`src/rtl/mux8to1_pkg.sv`:
```
`default_nettype none
// +----------------------------------------------------------------------+
// | Module : mux8to1_pkg                                                 |
// | Desc   : Shared state encoding and defaults for the mux scan stage.  |
// | Rev    : 1.0  initial release                                        |
// +----------------------------------------------------------------------+
package mux8to1_pkg;

    typedef enum logic [1:0] {
        IDLE   = 2'd0,
        SETTLE = 2'd1,
        SAMPLE = 2'd2,
        HOLD   = 2'd3
    } state_t;

    localparam int DEFAULT_SEL_WIDTH = 3;

endpackage : mux8to1_pkg
`default_nettype wire

```
`src/rtl/mux_settle_timer.sv`:
```
`default_nettype none
// +----------------------------------------------------------------------+
// | Module : mux_settle_timer                                            |
// | Desc   : Loadable down-counter flagging the end of a SELECT settle.  |
// | Rev    : 1.0  initial release                                        |
// +----------------------------------------------------------------------+
module mux_settle_timer #(
    parameter int SETTLE_CYCLES = 1
) (
    input  logic clk,
    input  logic rst,
    input  logic load,
    output logic done
);

    localparam int CW         = (SETTLE_CYCLES > 0) ? $clog2(SETTLE_CYCLES + 1) : 1;
    localparam int C_LOAD_INT = (SETTLE_CYCLES > 0) ? SETTLE_CYCLES - 1 : 0;
    localparam logic [CW-1:0] C_LOAD = CW'(C_LOAD_INT);

    logic [CW-1:0] r_count;

    // Loaded one short: the cycle spent in SAMPLE is the last settle cycle.
    always_ff @(posedge clk) begin
        if (rst) begin
            r_count <= '0;
        end else if (load) begin
            r_count <= C_LOAD;
        end else if (r_count != '0) begin
            r_count <= r_count - 1'b1;
        end
    end

    assign done = (SETTLE_CYCLES == 0) || (r_count == '0);

endmodule : mux_settle_timer
`default_nettype wire

```
`src/rtl/mux8to1_scan_ctrl.sv`:
```
`default_nettype none
// +----------------------------------------------------------------------+
// | Module : mux8to1_scan_ctrl                                           |
// | Desc   : Steps a mux SELECT, samples DATA_OUT into a parallel word.  |
// | Rev    : 1.0  initial release                                        |
// +----------------------------------------------------------------------+
module mux8to1_scan_ctrl
    import mux8to1_pkg::*;
#(
    parameter int SEL_WIDTH     = DEFAULT_SEL_WIDTH,
    parameter int SETTLE_CYCLES = 1
) (
    input  logic                      clk,
    input  logic                      rst,
    input  logic                      start,
    input  logic                      mux_out,
    output logic [SEL_WIDTH-1:0]      select,
    output logic                      busy,
    output logic                      cap_valid,
    input  logic                      cap_ready,
    output logic [(1<<SEL_WIDTH)-1:0] capture
);

    localparam int N = 1 << SEL_WIDTH;
    localparam logic [SEL_WIDTH-1:0] C_SEL_LAST = '1;
    localparam state_t C_SCAN_ENTRY = (SETTLE_CYCLES == 0) ? SAMPLE : SETTLE;

    state_t         r_state;
    logic [N-1:0]   r_word;
    logic [N-1:0]   w_word_next;
    logic           w_scan_go;
    logic           w_load;
    logic           w_settle_done;

    assign w_scan_go = start && ((r_state == IDLE) || (r_state == HOLD && cap_ready));
    assign w_load    = w_scan_go || (r_state == SAMPLE && select != C_SEL_LAST);

    always_comb begin
        w_word_next         = r_word;
        w_word_next[select] = mux_out;
    end

    mux_settle_timer #(
        .SETTLE_CYCLES (SETTLE_CYCLES)
    ) u_settle_timer (
        .clk  (clk),
        .rst  (rst),
        .load (w_load),
        .done (w_settle_done)
    );

    always_ff @(posedge clk) begin
        if (rst) begin
            r_state   <= IDLE;
            select    <= '0;
            r_word    <= '0;
            capture   <= '0;
            busy      <= 1'b0;
            cap_valid <= 1'b0;
        end else begin
            case (r_state)
                IDLE: begin
                    select <= '0;
                    if (start) begin
                        busy    <= 1'b1;
                        r_state <= C_SCAN_ENTRY;
                    end
                end
                SETTLE: begin
                    if (w_settle_done) begin
                        r_state <= SAMPLE;
                    end
                end
                SAMPLE: begin
                    r_word <= w_word_next;
                    // The last code publishes the word including the bit sampled now.
                    if (select == C_SEL_LAST) begin
                        capture   <= w_word_next;
                        cap_valid <= 1'b1;
                        busy      <= 1'b0;
                        select    <= '0;
                        r_state   <= HOLD;
                    end else begin
                        select  <= select + 1'b1;
                        r_state <= C_SCAN_ENTRY;
                    end
                end
                HOLD: begin
                    if (cap_ready) begin
                        cap_valid <= 1'b0;
                        if (start) begin
                            busy    <= 1'b1;
                            select  <= '0;
                            r_state <= C_SCAN_ENTRY;
                        end else begin
                            r_state <= IDLE;
                        end
                    end
                end
                default: begin
                    r_state <= IDLE;
                end
            endcase
        end
    end

endmodule : mux8to1_scan_ctrl
`default_nettype wire

```
`config.mk`:
```
export PLATFORM = sky130hd
export DESIGN_NAME = mux8to1_scan_ctrl
export DESIGN_NICKNAME = d
export VERILOG_FILES = /design/src/rtl/mux8to1_pkg.sv /design/src/rtl/mux_settle_timer.sv /design/src/rtl/mux8to1_scan_ctrl.sv
export SDC_FILE = /design/constraint.sdc
export NUM_CORES = 1
export LEC_CHECK = 0
export CAP_MARGIN = 20
export CORE_MARGIN = 3
export CORE_UTILIZATION = 55
export CTS_BUF_LIST = sky130_fd_sc_hd__clkbuf_8
export CTS_CLUSTER_SIZE = 40
export DETAILED_ROUTE_END_ITERATION = 8
export HOLD_SLACK_MARGIN = 0.05
export PLACE_DENSITY_LB_ADDON = 0.3
export SYNTH_ARGS = -nofsm -noshare
export SYNTH_HDL_FRONTEND = slang
export SYNTH_SLANG_ARGS = --single-unit
export TNS_END_PERCENT = 20
```
`constraint.sdc`:
```
create_clock -name clk -period 1.8 [get_ports clk]
set_clock_uncertainty 0.2 [all_clocks]
set_input_delay 0.27 -clock clk [delete_from_list [all_inputs] [get_ports clk]]
set_output_delay 0.27 -clock clk [all_outputs]
set_load 0.005 [all_outputs]
```
==> summary.md, run 1 <==
| Metric | Value |
|---|---|
| Share of cells above drive strength 1 | 18.2% |
| First-pass GRT wire length | 4080 um |
| Clock transition at path regs | 80 ps |
| Syn. warnings | 0 |
| Mean routed wirelength per cell | 13.4 um |
| Crit path largest cell delay | 510 ps |
| Gr ovfl total | 0 |
| Crit path required time | 1330 ps |
| Post-layout min period | 1750 ps |
| Pre-antenna DRT Iters | 4 |
| Setup crit start kind | register |
| Final setup violation count | 0 |
| Synthesis-stage register bit count | 24 |
| Syn_nets | 136 |
| Achievable frequency | 570 MHz |
| Part of the power in the clock network | 36.5% |
| PwrDens | 656 nW/um^2 |
| Post-Place Cells | 171 |
| Critical path arrival | 1280 ps |
| Reg power frac | 55.8% |
| DRT Wirelength | 2350 um |
| Post-DRT Antenna Nets | 0 |
| Post-Syn Area | 1220 um^2 |
| Core region area | 2040 um^2 |
| Die ar. | 2830 um^2 |
| Num rows | 16 |
| Cell-internal power | 772 uW |
| Initial antenna violation count | 0 |
| GRT Total Usage | 19.7% |
| Commonest non-fill, non-tap cell in the layout | dfxtp_1 |
| Outcome | complete, no violations |
| Crit end category | primary output |
| Setup TNS | 0 ps |
| CTS tree | done |
| Fin worst setup slack | 46.7 ps |
| CTS buffer count | 3 |
| Hold/Removal Path Class | register to register |
| Setup WS pre-CTS | 107 ps |
| Worst path slowest cell | clkdlybuf4s50_1 |
| Die span in y | 53.2 um |
| Post-synthesis average cell area | 9.50 um^2 |
| Vias | 979 |
| Clock buffer depth | 2 |
| Final Hold Viols | 0 |
| Root buffer cell | clkbuf_8 |
| Port Buffers | 17 |
| TritonCTS Sinks | 24 |
| Cell Chain, Critical Path | buf_6, clkdlybuf4s50_1 |
| Delay-heaviest family, CP | buffers and inverters |
| Fillers | 160 |
| Power share of the combinational group | 7.7% |
| Number of diodes | 0 |
| Final Max Tran Viols | 0 |
| Drt initial violations | 13 |
| DR vias/cell | 5.59 |
| DP HPWL | 1670 um |
| Maximum VDD drop | 487 uV |
| Final Wtd Congestion | 0.741 |
| Largest net degree at the start of global routing | 19 |
| Initial core utilization | 60.0% |
| Multi-input gate area | 651 um^2 |
| Sw Ratio | 21.2% |
| DIE WIDTH | 53.2 um |
| NetSw | 208 uW |
| Nets@finish | 156 |
| Residual DRC | 0 |
| Period utilization | 97.4% |
| Layout Cells excl Fill | 175 |
| Critical path class | register to primary output |
| Worst skew pair latency | 260 ps |
| FF+latch area | 482 um^2 |
| Final Util | 73.2% |
| RSZ-0062 raised after global routing | false |
| Vias in the first global route | 925 |
| Total of max-cap violations | 0 |
| Leakage | 0.582 nW |
| Layout area overhead | 22.0% |
| Most frequent cells in the layout | dfxtp_1 (23), clkdlybuf4s50_1 (17), nor2_1 (15), nand2b_1 (11), mux2i_1 (11) |
| H-tree depth | 1 |
| Seq/Total Area, Yosys | 39.2% |
| Unique masters post-synth | 34 |
| WP buf/inv | 2 |
| Syn Inst Count | 129 |
| Setup Fix Bufs, Post-CTS | 0 |
| CP Max Fanout | 14 |
| I/O pins | 18 |
worst paths after layout:
path             start    endpoint  slack, ps  cells past startpoint
max          select[1]   select[1]         50                      2
max reg2reg  select[1]  capture[3]        110                      6
min               busy        busy        280                      1
min reg2reg       busy        busy        280                      1
per-stage QoR:
step / power (mW) / hold WS [ps] / instance area, um^2
floorplan: 0.603 / 246 / 1220
global placement: 0.631 / 247 / 1430
detailed placement: 0.633 / 265 / 1430
CTS: 0.993 / 281 / 1490
global route: 1.02 / 294 / 1490
finish: 0.980 / 278 / 1490
routing by layer:
metal	up-vias	GRT usage (%)	part of all wire, %
li1	491	-	-
met5	-	0	0
met1	461	25.4	47
met4	0	7.66	0.72
met2	25	33.1	48
met3	2	2.54	4.0
power groups by stage:
stage          Combinational, mW  Clock [mW]  Sequential [mW]
3_3_place_gp              0.0727           0            0.559
5_1_grt                   0.0817       0.386            0.549
4_1_cts                   0.0749       0.371            0.547
3_5_place_dp              0.0742           0            0.559
6_report                  0.0754       0.358            0.547
2_1_floorplan             0.0488           0            0.554
flip-flops by register name (all words and copies together) (netlist names):
register                flops
busy                        1
select                      3
capture                     8
r_state                     2
cap_valid                   1
r_word                      8
u_settle_timer.r_count      1
Yosys cell counts (all sizes together):
master,n,area [um^2]
nor2,15,56.3
nand4,1,6.26
nor3,1,5.00
o21ai,3,15.0
a31oi,1,6.26
ha,2,25.0
a21oi,2,10.0
and2b,1,7.51
clkbuf,1,3.75
nand3,9,45.0
a2bb2oi,1,8.76
nand2,8,30.0
a32oi,2,17.5
o21a,1,7.51
a211oi,3,32.5
nor4b,1,8.76
o22ai,1,6.26
nor3b,1,12.5
and3b,1,8.76
o31ai,1,7.51
mux2i,11,110
dfxtp,24,480
a221oi,1,15.0
a311oi,6,90.1
inv,2,7.51
buf,11,82.6
nand3b,1,7.51
nor2b,3,18.8
a21bo,2,20.0
conb,1,3.75
nand2b,11,68.8
cell families (layout without fill, tap and decap cells):
kind of cell / after synthesis / count (layout) / share of synthesized area (%)
AND/OR/NAND/NOR: 53 / 53 / 22.5
AO/OA/AOI/OAI: 24 / 24 / 19.3
flip-flops: 24 / 24 / 39.2
buffers and inverters: 14 / 33 / 7.66
multiplexers: 11 / 11 / 8.99
adder cells (fa/ha/maj): 2 / 2 / 2.04
other: 1 / 1 / 0.306
layout make-up:
cell class              instances  area share, %
multi-input cells              91           43.6
flip-flops and latches         24           32.2
repair buffers                 27           17.8
clock buffers                   4           3.69
well taps                      27           2.26
inverters                       2          0.503
timing repair:
item	in CTS	in global routing
endpoints found under the setup margin	1	3
resized for setup	1	2
pin swaps	0	0
hold buffers	0	0
Power figures use the tool's default switching activity.
==> run 2: changes to the inputs <==
--- a/config.mk
+++ b/config.mk
@@ -13,6 +13,7 @@
 export DETAILED_ROUTE_END_ITERATION = 8
 export HOLD_SLACK_MARGIN = 0.05
 export PLACE_DENSITY_LB_ADDON = 0.3
+export REMOVE_ABC_BUFFERS = 1
 export SYNTH_ARGS = -nofsm -noshare
 export SYNTH_HDL_FRONTEND = slang
 export SYNTH_SLANG_ARGS = --single-unit
==> summary.md, run 2 (synthesis gave the netlist of run 1 again) <==
| Metric | Value |
|---|---|
| Root buffer cell | clkbuf_8 |
| CP Max Fanout | 12 (-2) |
| Share of cells above drive strength 1 | 24.5% (+6.3 points) |
| Final Hold Viols | 0 (unchanged) |
| Setup crit start kind | register |
| Largest regs | capture (8), r_word (8), select (3) |
| Die ar. | 2830 um^2 (unchanged) |
| Nets@finish | 164 (+5.1%) |
| Final Util | 75.9% (+2.8 points) |
| GRT Total Usage | 23.1% (+3.4 points) |
| I/O pins | 18 (unchanged) |
| Fillers | 159 (-0.63%) |
| Worst path slowest cell | dfxtp_2 |
| Cell Chain, Critical Path | ha_1, ha_2, and3b_2, buf_6, buf_4, a311oi_2 |
| Worst skew pair latency | 260 ps (about the same) |
| Initial core utilization | 60.0% (unchanged) |
| DIE WIDTH | 53.2 um (unchanged) |
| Most frequent cells in the layout | dfxtp_1 (21), clkdlybuf4s50_1 (17), nor2_1 (15), buf_4 (14) |
| Port Buffers | 17 (unchanged) |
| DR vias/cell | 5.79 (+3.4%) |
| Crit path largest cell delay | 330 ps (-180 ps) |
| Crit path required time | 1770 ps (+440 ps) |
| Layout area overhead | 26.6% |
| R2R cell count | 6 (unchanged) |
| Num rows | 16 (unchanged) |
| Final Max Tran Viols | 0 (unchanged) |
| Setup WS pre-CTS | 72.1 ps (-35.2 ps) |
| Final setup violation count | 0 (unchanged) |
| Residual DRC | 0 (unchanged) |
| Die span in y | 53.2 um (unchanged) |
| Pre-antenna DRT Iters | 4 (unchanged) |
| RSZ-0062 raised after global routing | true |
| H-tree depth | 1 (unchanged) |
| Post-layout min period | 1760 ps (+4.46 ps) |
| Largest net degree at the start of global routing | 24 (+5) |
| Fin worst setup slack | 42.3 ps (-4.46 ps) |
| Gr ovfl total | 0 (unchanged) |
| Cell-internal power | 730 uW (-5.4%) |
| Period utilization | 97.7% (+0.25 points) |
| Sw Ratio | 23.0% (+1.7 points) |
| Leakage | 0.619 nW (+6.3%) |
| R2R setup slack | 40 ps (-70 ps) |
| Power share of the combinational group | 8.5% (+0.8 points) |
| Post-DRT Antenna Nets | 0 (unchanged) |
| Final Power | 948 uW (-3.3%) |
| Reg power frac | 57.8% (+2.0 points) |
| PwrDens | 611 nW/um^2 (-6.8%) |
| CTS tree | done |
| Clock transition at path regs | 80 ps (about the same) |
| TritonCTS Sinks | 24 (unchanged) |
| Worst Setup SP | select[0] |
| Number of diodes | 0 (unchanged) |
| Reg-to-Reg End | capture[6] |
| Reg2reg start | select[0] |
| Vias | 1053 (+7.6%) |
| CTS buffer count | 3 (unchanged) |
| Drt initial violations | 27 (+14) |
| Clock buffer depth | 2 (unchanged) |
| NetSw | 218 uW (+4.4%) |
| Crit end category | register |
| Mean routed wirelength per cell | 15.3 um (+14%) |
| Outcome | complete, no violations |
| Critical path arrival | 1730 ps (+450 ps) |
| Commonest non-fill, non-tap cell in the layout | dfxtp_1 |
| Achievable frequency | 569 MHz (-0.25%) |
| DRT Wirelength | 2790 um (+18%) |
| Hold/Removal Path Class | register to register |
| Core region area | 2040 um^2 (unchanged) |
| Initial antenna violation count | 0 (unchanged) |
| Final Wtd Congestion | 0.790 (+6.7%) |
| Critical path class | register to register |
| Worst setup path end | capture[6] |
| Maximum VDD drop | 472 uV (-3.0%) |
| DP HPWL | 1850 um (+11%) |
| Part of the power in the clock network | 33.8% (-2.7 points) |
| Total of max-cap violations | 0 (unchanged) |
| Vias in the first global route | 1032 (+12%) |
| First-pass GRT wire length | 4800 um (+17%) |
run 2: repair_timing:
action / 4_1_cts / 5_1_grt
endpoints found under the setup margin: 5 / 9
endpoints found under the hold margin: 0 / 0
gates cloned: 0 / 0
gates resized for setup: 2 / 6
pin swaps: 0 / 0
hold buffers: 0 / 0
setup buffers: 0 / 7
run 2: how the worst min path moves through the flow:
stage / startpoint / end / slack (ps) / cells past startpoint
after floorplan: rst / capture[5] / 130 / 1
after global routing: busy / busy / 310 / 1
after global placement: busy / busy / 250 / 1
final: busy / busy / 270 / 1
after CTS: busy / busy / 280 / 1
after detailed placement: busy / busy / 260 / 1
run 2: worst max-delay path: cells and delay by family, from the launching register on:
family                     cells  cell delay (ps)
adders and majority gates      2              400
DFF                            1              330
buffers and inverters          2              280
and+or+nand+nor                1              240
AOI/OAI and AO/OA              1              210
run 2: stage by stage:
step,hold slack [ps],std cells,setup TNS (ps),cell area [um^2]
floorplan,135,117,-2450,1140
global placement,247,172,0,1440
detailed placement,256,172,0,1440
CTS,276,175,-14.3,1490
global route,311,182,-41.5,1550
finish,271,182,0,1550
run 2: power groups by stage:
stage / sequential, mW / clock [mW] / combinational, mW
after floorplan: 0.561 / 0 / 0.0284
after global placement: 0.559 / 0 / 0.0748
after detailed placement: 0.559 / 0 / 0.0767
after CTS: 0.547 / 0.322 / 0.0772
after global routing: 0.549 / 0.340 / 0.0882
final: 0.547 / 0.320 / 0.0804
run 2: area by class of cell:
cell class	count	area [um^2]	share of cell area (%)
inverters	2	7.51	0.484
flip-flops and latches	24	484	31.2
clock buffers	3	41.3	2.66
repair buffers	35	329	21.2
multi-input cells	91	654	42.2
well taps	27	33.8	2.18
run 2: routing by layer:
metal	up-vias	track usage, %	part of all wire [%]
li1	507	-	-
met1	504	29.7	43
met2	36	39.5	50
met3	6	2.54	5.2
met5	-	0	0
met4	0	8.09	1.3
